### config.mk
export PLATFORM = sky130hd
export DESIGN_NAME = opensync_rewrite_engine_flat
export DESIGN_NICKNAME = d
export VERILOG_FILES = /design/src/rtl/opensync_rewrite_engine_pkg.sv /design/src/rtl/opensync_rewrite_engine_if.sv /design/src/rtl/opensync_rewrite_engine_delay_line.sv /design/src/rtl/opensync_rewrite_engine.sv /design/src/flat_wrapper.sv
export SDC_FILE = /design/constraint.sdc
export NUM_CORES = 1
export LEC_CHECK = 0
export BUFFER_PORTS_ARGS = -buffer_cell sky130_fd_sc_hd__buf_2
export CORE_MARGIN = 10
export CORE_UTILIZATION = 55
export DETAILED_ROUTE_END_ITERATION = 12
export PLACE_DENSITY = 0.8
export SLEW_MARGIN = 20
export SYNTH_ARGS = -nofsm -noshare
export SYNTH_HDL_FRONTEND = slang
export SYNTH_HIERARCHICAL = 1
export SYNTH_SLANG_ARGS = --single-unit
### constraint.sdc
create_clock -name i_clk -period 5.2 [get_ports i_clk]
set_input_delay 0.52 -clock i_clk [delete_from_list [all_inputs] [get_ports i_clk]]
set_output_delay 0.52 -clock i_clk [all_outputs]
set_load 0.03 [all_outputs]
### src/rtl/opensync_rewrite_engine_pkg.sv
// opensync_pkg: shared encodings for the OpenSync/TSMP rewrite engine.
//   action_e : rule action (PASS / TO_NODE / TO_CTRL / DROP)
//   state_e  : rewrite FSM states
//   slot_t   : one lookahead window stage {valid, frame flag, byte}
package opensync_pkg;

  typedef enum logic [1:0] {
    ACT_PASS    = 2'd0,
    ACT_TO_NODE = 2'd1,
    ACT_TO_CTRL = 2'd2,
    ACT_DROP    = 2'd3
  } action_e;

  typedef enum logic [1:0] {
    ST_IDLE = 2'd0,
    ST_HDR  = 2'd1,
    ST_BODY = 2'd2,
    ST_DROP = 2'd3
  } state_e;

  // Bytes 12..14 written on frames rewritten toward a node
  localparam logic [7:0] NODE_B12 = 8'hff;
  localparam logic [7:0] NODE_B13 = 8'h01;
  localparam logic [7:0] NODE_B14 = 8'h06;

  localparam logic [7:0] SUB_FROM_CTRL = 8'h01;
  localparam logic [7:0] SUB_TO_CTRL   = 8'h02;
  localparam logic [7:0] SUB_TO_NODE   = 8'h03;

  localparam int unsigned BEAT_W = 9;

  typedef struct packed {
    logic       valid;
    logic       flag;
    logic [7:0] data;
  } slot_t;

  localparam int unsigned SLOT_W = $bits(slot_t);

endpackage

### src/rtl/opensync_rewrite_engine_if.sv
// Byte-stream bus of the rewrite engine: 9-bit beats (bit 8 = first/last flag)
// in and out, each with a write strobe.
//   master : frame source / sink side (drives iv_data, i_data_wr)
//   slave  : rewrite engine side (drives ov_data, o_data_wr)
interface opensync_rewrite_engine_if;
  logic [8:0] iv_data;
  logic       i_data_wr;
  logic [8:0] ov_data;
  logic       o_data_wr;

  modport master (output iv_data, output i_data_wr, input ov_data, input o_data_wr);
  modport slave  (input iv_data, input i_data_wr, output ov_data, output o_data_wr);
endinterface

### src/rtl/opensync_rewrite_engine_delay_line.sv
// tsmp_delay_line: DELAY-stage shift register of {valid, beat}.
//   i_clk, i_rst_n       : clock, synchronous active-low reset (clears all stages)
//   iv_data, i_data_wr   : incoming beat; absent beats enter as valid=0, data 0
//   ov_tail              : oldest stage (window position 0)
//   ov_win_valid/flag    : bit p-1 = valid/flag of window position p, p=1..MATCH_OFFSET
//   ov_match_byte        : byte at window position MATCH_OFFSET
module tsmp_delay_line
  import opensync_pkg::*;
#(
  parameter int unsigned DELAY        = 32,
  parameter int unsigned MATCH_OFFSET = 15
) (
  input  logic                    i_clk,
  input  logic                    i_rst_n,
  input  logic [BEAT_W-1:0]       iv_data,
  input  logic                    i_data_wr,
  output slot_t                   ov_tail,
  output logic [MATCH_OFFSET-1:0] ov_win_valid,
  output logic [MATCH_OFFSET-1:0] ov_win_flag,
  output logic [7:0]              ov_match_byte
);

  slot_t [DELAY-1:0] stage_q;
  slot_t             in_slot;

  assign in_slot = i_data_wr ? slot_t'({1'b1, iv_data}) : '0;

  // Stage 0 takes the new beat; stage DELAY-1 is the tail
  always_ff @(posedge i_clk) begin
    if (!i_rst_n) begin
      stage_q <= '0;
    end else begin
      stage_q <= {stage_q[DELAY-2:0], in_slot};
    end
  end

  assign ov_tail       = stage_q[DELAY-1];
  assign ov_match_byte = stage_q[DELAY-1-MATCH_OFFSET].data;

  // Window position p sits p stages ahead of the tail
  always_comb begin
    ov_win_valid = '0;
    ov_win_flag  = '0;
    for (int unsigned p = 1; p <= MATCH_OFFSET; p++) begin
      ov_win_valid[p-1] = stage_q[DELAY-1-p].valid;
      ov_win_flag[p-1]  = stage_q[DELAY-1-p].flag;
    end
  end

endmodule

### src/rtl/opensync_rewrite_engine.sv
// opensync_rewrite_engine: rule-driven OpenSync/TSMP frame rewriter.
//   i_clk, i_rst_n              : clock, synchronous active-low reset
//   iv_hcp_mac, iv_controller_mac: MACs inserted by TO_CTRL rewrites
//   iv_rule_*                   : per-rule enable / match subtype / action / new subtype
//   bus (slave)                 : 9-bit beat stream in and out, DELAY+1 cycle latency
//   i_cnt_clr                   : synchronous clear of all counters (beats increments)
//   ov_rx/fwd/drop_cnt          : saturating frames decided / forwarded / dropped
module opensync_rewrite_engine
  import opensync_pkg::*;
#(
  parameter int unsigned DELAY        = 32,
  parameter int unsigned MATCH_OFFSET = 15,
  parameter int unsigned NUM_RULES    = 4,
  parameter int unsigned CNT_W        = 16
) (
  input  logic                   i_clk,
  input  logic                   i_rst_n,
  input  logic [47:0]            iv_hcp_mac,
  input  logic [47:0]            iv_controller_mac,
  input  logic [NUM_RULES-1:0]   iv_rule_en,
  input  logic [8*NUM_RULES-1:0] iv_rule_subtype,
  input  logic [2*NUM_RULES-1:0] iv_rule_action,
  input  logic [8*NUM_RULES-1:0] iv_rule_new_subtype,
  opensync_rewrite_engine_if.slave bus,
  input  logic                   i_cnt_clr,
  output logic [CNT_W-1:0]       ov_rx_cnt,
  output logic [CNT_W-1:0]       ov_fwd_cnt,
  output logic [CNT_W-1:0]       ov_drop_cnt
);

  localparam int unsigned IDX_W = $clog2(MATCH_OFFSET + 1) + 1;

  slot_t                   tail;
  logic [MATCH_OFFSET-1:0] win_valid;
  logic [MATCH_OFFSET-1:0] win_flag;
  logic [7:0]              match_byte;

  state_e           state_q;
  action_e          act_q;
  logic [7:0]       new_sub_q;
  logic [IDX_W-1:0] idx_q;
  logic [CNT_W-1:0] rx_cnt_q, fwd_cnt_q, drop_cnt_q;

  tsmp_delay_line #(
    .DELAY        (DELAY),
    .MATCH_OFFSET (MATCH_OFFSET)
  ) u_delay_line (
    .i_clk         (i_clk),
    .i_rst_n       (i_rst_n),
    .iv_data       (bus.iv_data),
    .i_data_wr     (bus.i_data_wr),
    .ov_tail       (tail),
    .ov_win_valid  (win_valid),
    .ov_win_flag   (win_flag),
    .ov_match_byte (match_byte)
  );

  // Head detection and runt check on the window contents
  logic    head_c, runt_c;
  action_e match_act_c, dec_act_c;
  logic [7:0] match_sub_c;

  assign head_c = (state_q == ST_IDLE) && tail.valid && tail.flag;
  assign runt_c = (~win_valid != '0) || (win_flag != '0);

  // Priority encoder: lowest-index enabled matching rule wins, no match drops
  always_comb begin
    match_act_c = ACT_DROP;
    match_sub_c = 8'h00;
    for (int r = NUM_RULES - 1; r >= 0; r--) begin
      if (iv_rule_en[r] && (iv_rule_subtype[8*r +: 8] == match_byte)) begin
        match_act_c = action_e'(iv_rule_action[2*r +: 2]);
        match_sub_c = iv_rule_new_subtype[8*r +: 8];
      end
    end
  end

  assign dec_act_c = runt_c ? ACT_DROP : match_act_c;

  // Header byte rewrite; byte 0 is rewritten in the decision cycle itself
  action_e          act_c;
  logic [7:0]       sub_c, out_byte_c;
  logic [IDX_W-1:0] idx_c;
  logic             hdr_c;

  always_comb begin
    act_c      = (state_q == ST_IDLE) ? dec_act_c : act_q;
    sub_c      = (state_q == ST_IDLE) ? match_sub_c : new_sub_q;
    idx_c      = (state_q == ST_IDLE) ? '0 : idx_q;
    hdr_c      = head_c || (state_q == ST_HDR);
    out_byte_c = tail.data;
    if (hdr_c) begin
      for (int unsigned b = 0; b < 6; b++) begin
        if (act_c == ACT_TO_CTRL && b < MATCH_OFFSET && idx_c == IDX_W'(b))
          out_byte_c = iv_controller_mac[8*(5-b) +: 8];
        if (act_c == ACT_TO_CTRL && (b + 6) < MATCH_OFFSET && idx_c == IDX_W'(b + 6))
          out_byte_c = iv_hcp_mac[8*(5-b) +: 8];
      end
      if (act_c == ACT_TO_NODE && MATCH_OFFSET > 12 && idx_c == IDX_W'(12)) out_byte_c = NODE_B12;
      if (act_c == ACT_TO_NODE && MATCH_OFFSET > 13 && idx_c == IDX_W'(13)) out_byte_c = NODE_B13;
      if (act_c == ACT_TO_NODE && MATCH_OFFSET > 14 && idx_c == IDX_W'(14)) out_byte_c = NODE_B14;
      if (act_c != ACT_DROP && idx_c == IDX_W'(MATCH_OFFSET)) out_byte_c = sub_c;
    end
  end

  // Rewrite FSM with registered output beat
  always_ff @(posedge i_clk) begin
    if (!i_rst_n) begin
      state_q       <= ST_IDLE;
      act_q         <= ACT_PASS;
      new_sub_q     <= 8'h00;
      idx_q         <= '0;
      bus.ov_data   <= '0;
      bus.o_data_wr <= 1'b0;
    end else begin
      bus.ov_data   <= '0;
      bus.o_data_wr <= 1'b0;
      case (state_q)
        ST_IDLE: begin
          if (head_c) begin
            act_q     <= dec_act_c;
            new_sub_q <= match_sub_c;
            idx_q     <= IDX_W'(1);
            if (dec_act_c == ACT_DROP) begin
              state_q <= ST_DROP;
            end else begin
              state_q       <= ST_HDR;
              bus.ov_data   <= {tail.flag, out_byte_c};
              bus.o_data_wr <= 1'b1;
            end
          end
        end
        ST_HDR: begin
          bus.ov_data   <= {tail.flag, out_byte_c};
          bus.o_data_wr <= 1'b1;
          idx_q         <= idx_q + IDX_W'(1);
          if (idx_q == IDX_W'(MATCH_OFFSET)) state_q <= ST_BODY;
        end
        ST_BODY: begin
          if (tail.valid) begin
            bus.ov_data   <= {tail.flag, out_byte_c};
            bus.o_data_wr <= 1'b1;
          end
          // Frames are contiguous, so a hole also ends the frame
          if (!tail.valid || tail.flag) state_q <= ST_IDLE;
        end
        ST_DROP: begin
          if (!tail.valid || tail.flag) state_q <= ST_IDLE;
        end
        default: state_q <= ST_IDLE;
      endcase
    end
  end

  // Saturating frame counters; clear beats a same-cycle increment
  always_ff @(posedge i_clk) begin
    if (!i_rst_n || i_cnt_clr) begin
      rx_cnt_q   <= '0;
      fwd_cnt_q  <= '0;
      drop_cnt_q <= '0;
    end else if (head_c) begin
      if (rx_cnt_q != '1) rx_cnt_q <= rx_cnt_q + CNT_W'(1);
      if (dec_act_c == ACT_DROP) begin
        if (drop_cnt_q != '1) drop_cnt_q <= drop_cnt_q + CNT_W'(1);
      end else begin
        if (fwd_cnt_q != '1) fwd_cnt_q <= fwd_cnt_q + CNT_W'(1);
      end
    end
  end

  assign ov_rx_cnt   = rx_cnt_q;
  assign ov_fwd_cnt  = fwd_cnt_q;
  assign ov_drop_cnt = drop_cnt_q;

endmodule

### src/flat_wrapper.sv
// flat-port wrapper written by rule: the top's interface ports become plain ports
module opensync_rewrite_engine_flat import opensync_pkg::*;
#(
  parameter int unsigned DELAY        = 32,
  parameter int unsigned MATCH_OFFSET = 15,
  parameter int unsigned NUM_RULES    = 4,
  parameter int unsigned CNT_W        = 16
)
  (i_clk, i_rst_n, iv_hcp_mac, iv_controller_mac, iv_rule_en, iv_rule_subtype, iv_rule_action, iv_rule_new_subtype, i_cnt_clr, ov_rx_cnt, ov_fwd_cnt, ov_drop_cnt, bus_iv_data, bus_i_data_wr, bus_ov_data, bus_o_data_wr);
  opensync_rewrite_engine_if bus_i ();
  input  logic i_clk;
  input  logic i_rst_n;
  input  logic [47:0] iv_hcp_mac;
  input  logic [47:0] iv_controller_mac;
  input  logic [NUM_RULES-1:0] iv_rule_en;
  input  logic [8*NUM_RULES-1:0] iv_rule_subtype;
  input  logic [2*NUM_RULES-1:0] iv_rule_action;
  input  logic [8*NUM_RULES-1:0] iv_rule_new_subtype;
  input  logic i_cnt_clr;
  output logic [CNT_W-1:0] ov_rx_cnt;
  output logic [CNT_W-1:0] ov_fwd_cnt;
  output logic [CNT_W-1:0] ov_drop_cnt;
  input wire logic [$bits(bus_i.iv_data)-1:0] bus_iv_data;
  input wire logic [$bits(bus_i.i_data_wr)-1:0] bus_i_data_wr;
  output wire logic [$bits(bus_i.ov_data)-1:0] bus_ov_data;
  output wire logic [$bits(bus_i.o_data_wr)-1:0] bus_o_data_wr;
  assign bus_i.iv_data = bus_iv_data;
  assign bus_i.i_data_wr = bus_i_data_wr;
  assign bus_ov_data = bus_i.ov_data;
  assign bus_o_data_wr = bus_i.o_data_wr;
  opensync_rewrite_engine #(.DELAY(DELAY), .MATCH_OFFSET(MATCH_OFFSET), .NUM_RULES(NUM_RULES), .CNT_W(CNT_W)) u_core (.i_clk(i_clk), .i_rst_n(i_rst_n), .iv_hcp_mac(iv_hcp_mac), .iv_controller_mac(iv_controller_mac), .iv_rule_en(iv_rule_en), .iv_rule_subtype(iv_rule_subtype), .iv_rule_action(iv_rule_action), .iv_rule_new_subtype(iv_rule_new_subtype), .bus(bus_i), .i_cnt_clr(i_cnt_clr), .ov_rx_cnt(ov_rx_cnt), .ov_fwd_cnt(ov_fwd_cnt), .ov_drop_cnt(ov_drop_cnt));
endmodule
==> impl_results.html <==
<table>
<tr><th>Metric</th><th>Value</th></tr>
<tr><th colspan="2">Pwr</th></tr>
<tr><td>Leakage component of the power</td><td>6.92 nW</td></tr>
<tr><td>Total power after layout</td><td>5.92 mW</td></tr>
<tr><td>Pwr dens</td><td>351 nW/um^2</td></tr>
<tr><td>Worst vdd ir</td><td>0.394 mV</td></tr>
<tr><th colspan="2">Yosys</th></tr>
<tr><td>Largest family of logic cells by synthesized area</td><td>simple AND/OR/NAND/NOR gates</td></tr>
<tr><td>Post-synthesis net count</td><td>1,676</td></tr>
<tr><td>Post-synthesis simple-gate area fraction</td><td>0.254</td></tr>
<tr><td>Number of storage elements in the synthesis netlist</td><td>395</td></tr>
<tr><td>Synth warnings</td><td>6</td></tr>
<tr><td>Post-synthesis cell count</td><td>1,486</td></tr>
<tr><td>Post-Synthesis Cell Area</td><td>14,800 sq um</td></tr>
<tr><td>Share of synthesized area spent on multiplexers</td><td>0.00483</td></tr>
<tr><td>Average footprint of a synthesized cell</td><td>9.94 sq um</td></tr>
<tr><td>Most used flip-flop cell after synthesis</td><td>sky130_fd_sc_hd__dfxtp_1</td></tr>
<tr><td>Async set or reset register ratio after synthesis</td><td>0</td></tr>
<tr><td>Xor-xnor portion of the synthesized cell area</td><td>0.0457</td></tr>
<tr><td>Number of enable-type register cells in the synthesized netlist</td><td>0</td></tr>
<tr><td>Number of different library cells in the post-synthesis netlist</td><td>71</td></tr>
<tr><td>Share of synthesized area occupied by flip-flops and latches</td><td>0.535</td></tr>
<tr><td>Compound-gate portion of the synthesized area</td><td>0.0929</td></tr>
<tr><td>Arithmetic-cell share of the synthesized area counting full adders, half adders and majority gates</td><td>0.00423</td></tr>
<tr><th colspan="2">CTS</th></tr>
<tr><td>Library cell used as clock root buffer</td><td>sky130_fd_sc_hd__clkbuf_16</td></tr>
<tr><td>Post-cts hold buffer count</td><td>0</td></tr>
<tr><td>CTS resizes</td><td>0</td></tr>
<tr><td>CTS tree</td><td>built</td></tr>
<tr><td>CTS clock-pin slew for the worst setup and hold paths</td><td>0.06 ns</td></tr>
<tr><td>TritonCTS Buffers</td><td>38</td></tr>
<tr><td>Clock Tree Buf Depth</td><td>3</td></tr>
<tr><td>Sink count of the clock tree</td><td>395</td></tr>
<tr><td>Level count of the clock H-tree</td><td>2</td></tr>
<tr><td>Insertion delay of the later-clocked pin in the worst-skew pair</td><td>0.53 ns</td></tr>
<tr><td>Post-CTS setup-driven buffer insertion count</td><td>0</td></tr>
<tr><th colspan="2">Global route</th></tr>
<tr><td>Vias in the first global route</td><td>10,450</td></tr>
<tr><td>Met1 track demand over resource in global routing</td><td>0.236</td></tr>
<tr><td>Met2 routing resource usage after global routing</td><td>0.360</td></tr>
<tr><td>Global-route congestion overflow total</td><td>0</td></tr>
<tr><td>Met3 layer usage reported by global route</td><td>0.0427</td></tr>
<tr><td>GR Util All Layers</td><td>0.203</td></tr>
<tr><td>Global-route wire length before repair</td><td>55,800 um</td></tr>
<tr><td>Top Usage Layer GRT</td><td>met2</td></tr>
<tr><td>Largest net degree at the start of global routing</td><td>145</td></tr>
<tr><td>Initial antenna violation count</td><td>1</td></tr>
<tr><th colspan="2">Drt</th></tr>
<tr><td>Drc violations</td><td>0</td></tr>
<tr><td>Avg WL per Cell</td><td>17.9 um</td></tr>
<tr><td>Number of design-rule violations left by the first detailed-router iteration</td><td>656</td></tr>
<tr><td>First-pass detailed-route iteration total</td><td>5</td></tr>
<tr><td>Aggregate routed wire length</td><td>35,800 um</td></tr>
<tr><td>Antenna Violating Nets Remaining</td><td>0</td></tr>
<tr><td>DR vias</td><td>10,660</td></tr>
<tr><td>Via density</td><td>5.31</td></tr>
<tr><th colspan="2">Timing</th></tr>
<tr><td>Crit path time final</td><td>3.66 ns</td></tr>
<tr><td>Final setup margin</td><td>1.54 ns</td></tr>
<tr><td>Final Max Slew Viols</td><td>0</td></tr>
<tr><td>Fmax achieved</td><td>0.273 GHz</td></tr>
<tr><td>Total negative setup slack</td><td>0 ns</td></tr>
<tr><td>Endpoints failing hold</td><td>0</td></tr>
<tr><td>Slew @ Worst Pin</td><td>0.951 ns</td></tr>
<tr><td>Hold Slack</td><td>0.228 ns</td></tr>
<tr><td>Share of the cycle needed by the critical path after routing</td><td>0.705</td></tr>
<tr><td>Clk_skew</td><td>0.0214 ns</td></tr>
<tr><td>Total of endpoints with negative setup slack in the final report</td><td>0</td></tr>
<tr><td>Worst slew margin relative to its limit</td><td>0.364</td></tr>
<tr><td>Unrepaired setup endpoints after global routing</td><td>false</td></tr>
<tr><th colspan="2">Layout</th></tr>
<tr><td>Layout-stage area growth over the synthesis result</td><td>14.2%</td></tr>
<tr><td>Net count of the finished layout</td><td>1,836</td></tr>
<tr><td>Fraction of layout instances using a drive strength above 1</td><td>0.206</td></tr>
<tr><td>Most frequent standard cell in the layout excluding fill and tap cells</td><td>sky130_fd_sc_hd__dfxtp_1</td></tr>
<tr><td>Diode count</td><td>0</td></tr>
<tr><td>Most frequent cells in the layout</td><td>395 x sky130_fd_sc_hd__dfxtp_1, 329 x sky130_fd_sc_hd__and2_1, 241 x sky130_fd_sc_hd__buf_2</td></tr>
<tr><th colspan="2">Place</th></tr>
<tr><td>Number of I/O port buffers</td><td>242</td></tr>
<tr><td>DP Worst Slack</td><td>1.61 ns</td></tr>
<tr><td>Gpl congestion</td><td>0.926</td></tr>
<tr><td>HPWL after detailed placement</td><td>26,600 um</td></tr>
<tr><th colspan="2">Setup path</th></tr>
<tr><td>Crit path arrival time</td><td>4.10 ns</td></tr>
<tr><td>Delay of the slowest critical-path stage</td><td>0.77 ns</td></tr>
<tr><td>Dominant cell type by count on the critical path</td><td>sky130_fd_sc_hd__nor3_1</td></tr>
<tr><td>Worst reg-to-reg setup slack</td><td>1.54 ns</td></tr>
<tr><td>Type of origin of the critical path</td><td>register</td></tr>
<tr><td>Worst Reg-to-Reg Cells</td><td>10</td></tr>
<tr><td>Number of buffers and inverters on the critical path</td><td>1</td></tr>
<tr><td>Kind of critical path</td><td>register to register</td></tr>
<tr><td>Crit path max-delay family</td><td>simple AND/OR/NAND/NOR gates</td></tr>
<tr><td>R2R Path End</td><td>u_core/bus.ov_data[5]</td></tr>
<tr><td>Max FO, Critical Path</td><td>13</td></tr>
<tr><td>Levels on crit path</td><td>10</td></tr>
<tr><td>Highest-delay cell along the critical path</td><td>sky130_fd_sc_hd__a211oi_1</td></tr>
<tr><td>Worst path required time</td><td>5.64 ns</td></tr>
<tr><td>Crit path capture type</td><td>register</td></tr>
<tr><td>Startpoint of the worst register-to-register path</td><td>u_core/state_q[0]</td></tr>
<tr><td>Ordered cell list for the critical path</td><td>nor2_1 &gt; buf_4 &gt; nand2_1 &gt; nor4_1 &gt; and2_1 &gt; nor3_1 &gt; a211oi_1 &gt; o221ai_1 &gt; o2bb2ai_1 &gt; nor3_1</td></tr>
<tr><th colspan="2">Floorplanning</th></tr>
<tr><td>Initial standard-cell utilization of the core</td><td>0.562</td></tr>
<tr><td>Boundary Pins</td><td>243</td></tr>
<tr><td>Die height</td><td>184 um</td></tr>
<tr><td>Die area</td><td>33,800 sq um</td></tr>
<tr><td>Horizontal die dimension</td><td>184 um</td></tr>
<tr><td>Number of core rows</td><td>59</td></tr>
<tr><td>Std-Cell Core Area</td><td>26,300 sq um</td></tr>
<tr><th colspan="2">Min path</th></tr>
<tr><td>Worst min-delay path category</td><td>input port to register</td></tr>
<tr><td>Hold worst-path end</td><td>u_core/u_delay_line/stage_q[5]</td></tr>
<tr><td>Worst hold path cell count</td><td>2</td></tr>
<tr><td>Startpoint of the lowest-slack hold path</td><td>bus_iv_data[5]</td></tr>
<tr><th colspan="2">Flow run</th></tr>
<tr><td>Reported max-cap violation count</td><td>0</td></tr>
<tr><th colspan="2">Run status</th></tr>
<tr><td>Status</td><td>finished, final reports clean</td></tr>
</table>
through the flow:
| stage | cell area, sq um | cells | utilization |
|---|---|---|---|
| 2_1_floorplan | 14800 | 1486 | - |
| 3_3_place_gp | 15600 | 1941 | 0.594 |
| 3_5_place_dp | 15600 | 1941 | 0.594 |
| 4_1_cts | 16900 | 2006 | 0.642 |
| 5_1_grt | 16900 | 2006 | 0.642 |
| 6_report | 16900 | 2006 | 0.642 |
where the power goes:
part / switching [mW] / internal [mW] / total, mW
Sequential: 0.00174 / 3.03 / 3.04
Clock: 1.13 / 1.60 / 2.73
Combinational: 0.0805 / 0.0707 / 0.151
Total: 1.22 / 4.70 / 5.92
area by class of cell:
class	count	area (sq um)
sequential	395	7910
timing repair buffer	250	1280
clock buffer	49	1050
clock inverter	16	218
multi-input combinational	947	5950
tap	335	419
inverter	14	52.6
fill	2161	9400
cells by family (layout without fill, tap and decap cells):
kind of cell,count (synthesis),after routing
fa+ha+maj,5,5
xor+xnor,72,72
buf+inv,144,329
flops,395,395
simple gates,670,670
mux,7,7
compound gates,193,193
registers in the layout, summed over array words and instances (netlist names), 8 cells and up:
name                               count
u_core/bus.ov_data                     9
u_core/new_sub_q                       8
u_core/ov_drop_cnt                    16
u_core/ov_fwd_cnt                     16
u_core/ov_rx_cnt                      16
u_core/u_delay_line/ov_match_byte      8
u_core/u_delay_line/ov_tail           10
u_core/u_delay_line/ov_win_flag       15
u_core/u_delay_line/ov_win_valid      15
u_core/u_delay_line/stage_q          272
how the worst max path moves through the flow:
stage	start	slack (ns)	endpoint
floorplan	u_core/u_delay_line/ov_match_byte[5]	2.49	u_core/ov_drop_cnt[11]
global placement	iv_rule_subtype[20]	1.60	u_core/ov_drop_cnt[10]
detailed placement	iv_rule_subtype[20]	1.61	u_core/ov_drop_cnt[10]
CTS	u_core/state_q[0]	1.57	u_core/bus.ov_data[5]
global route	u_core/state_q[0]	1.18	u_core/bus.ov_data[5]
finish	u_core/state_q[0]	1.54	u_core/bus.ov_data[5]
routing by layer:
metal  wire (um)  share of wire  up-vias
met3        2610          0.073       73
met2       18000           0.50      384
met5          13        0.00036        -
met1       14200           0.40     4938
li1            -              -     5263
met4        1000          0.028        2
Yosys cell counts (all sizes together), types with 4 or more instances:
master | count | area share
a41oi | 8 | 0.0053
ha | 5 | 0.0042
and2 | 330 | 0.14
a31oi | 10 | 0.0042
xor2 | 21 | 0.012
or3 | 10 | 0.0042
a21oi | 25 | 0.0085
and4 | 4 | 0.0024
dfxtp | 395 | 0.54
nand3 | 33 | 0.012
xnor2 | 51 | 0.033
a22oi | 6 | 0.0030
o211ai | 6 | 0.0030
a211oi | 24 | 0.013
a221o | 10 | 0.0068
o221a | 8 | 0.0061
buf | 91 | 0.049
o22ai | 8 | 0.0038
nor4 | 16 | 0.0068
nor3 | 28 | 0.011
nor4b | 4 | 0.0028
o21ai | 56 | 0.020
inv | 14 | 0.0036
mux2i | 6 | 0.0041
nand2 | 82 | 0.021
nand4 | 21 | 0.0099
o221ai | 8 | 0.0047
nand2b | 7 | 0.0030
clkbuf | 39 | 0.011
nor2b | 5 | 0.0021
and3 | 25 | 0.011
nor2 | 95 | 0.024
Power figures use the tool's default switching activity.
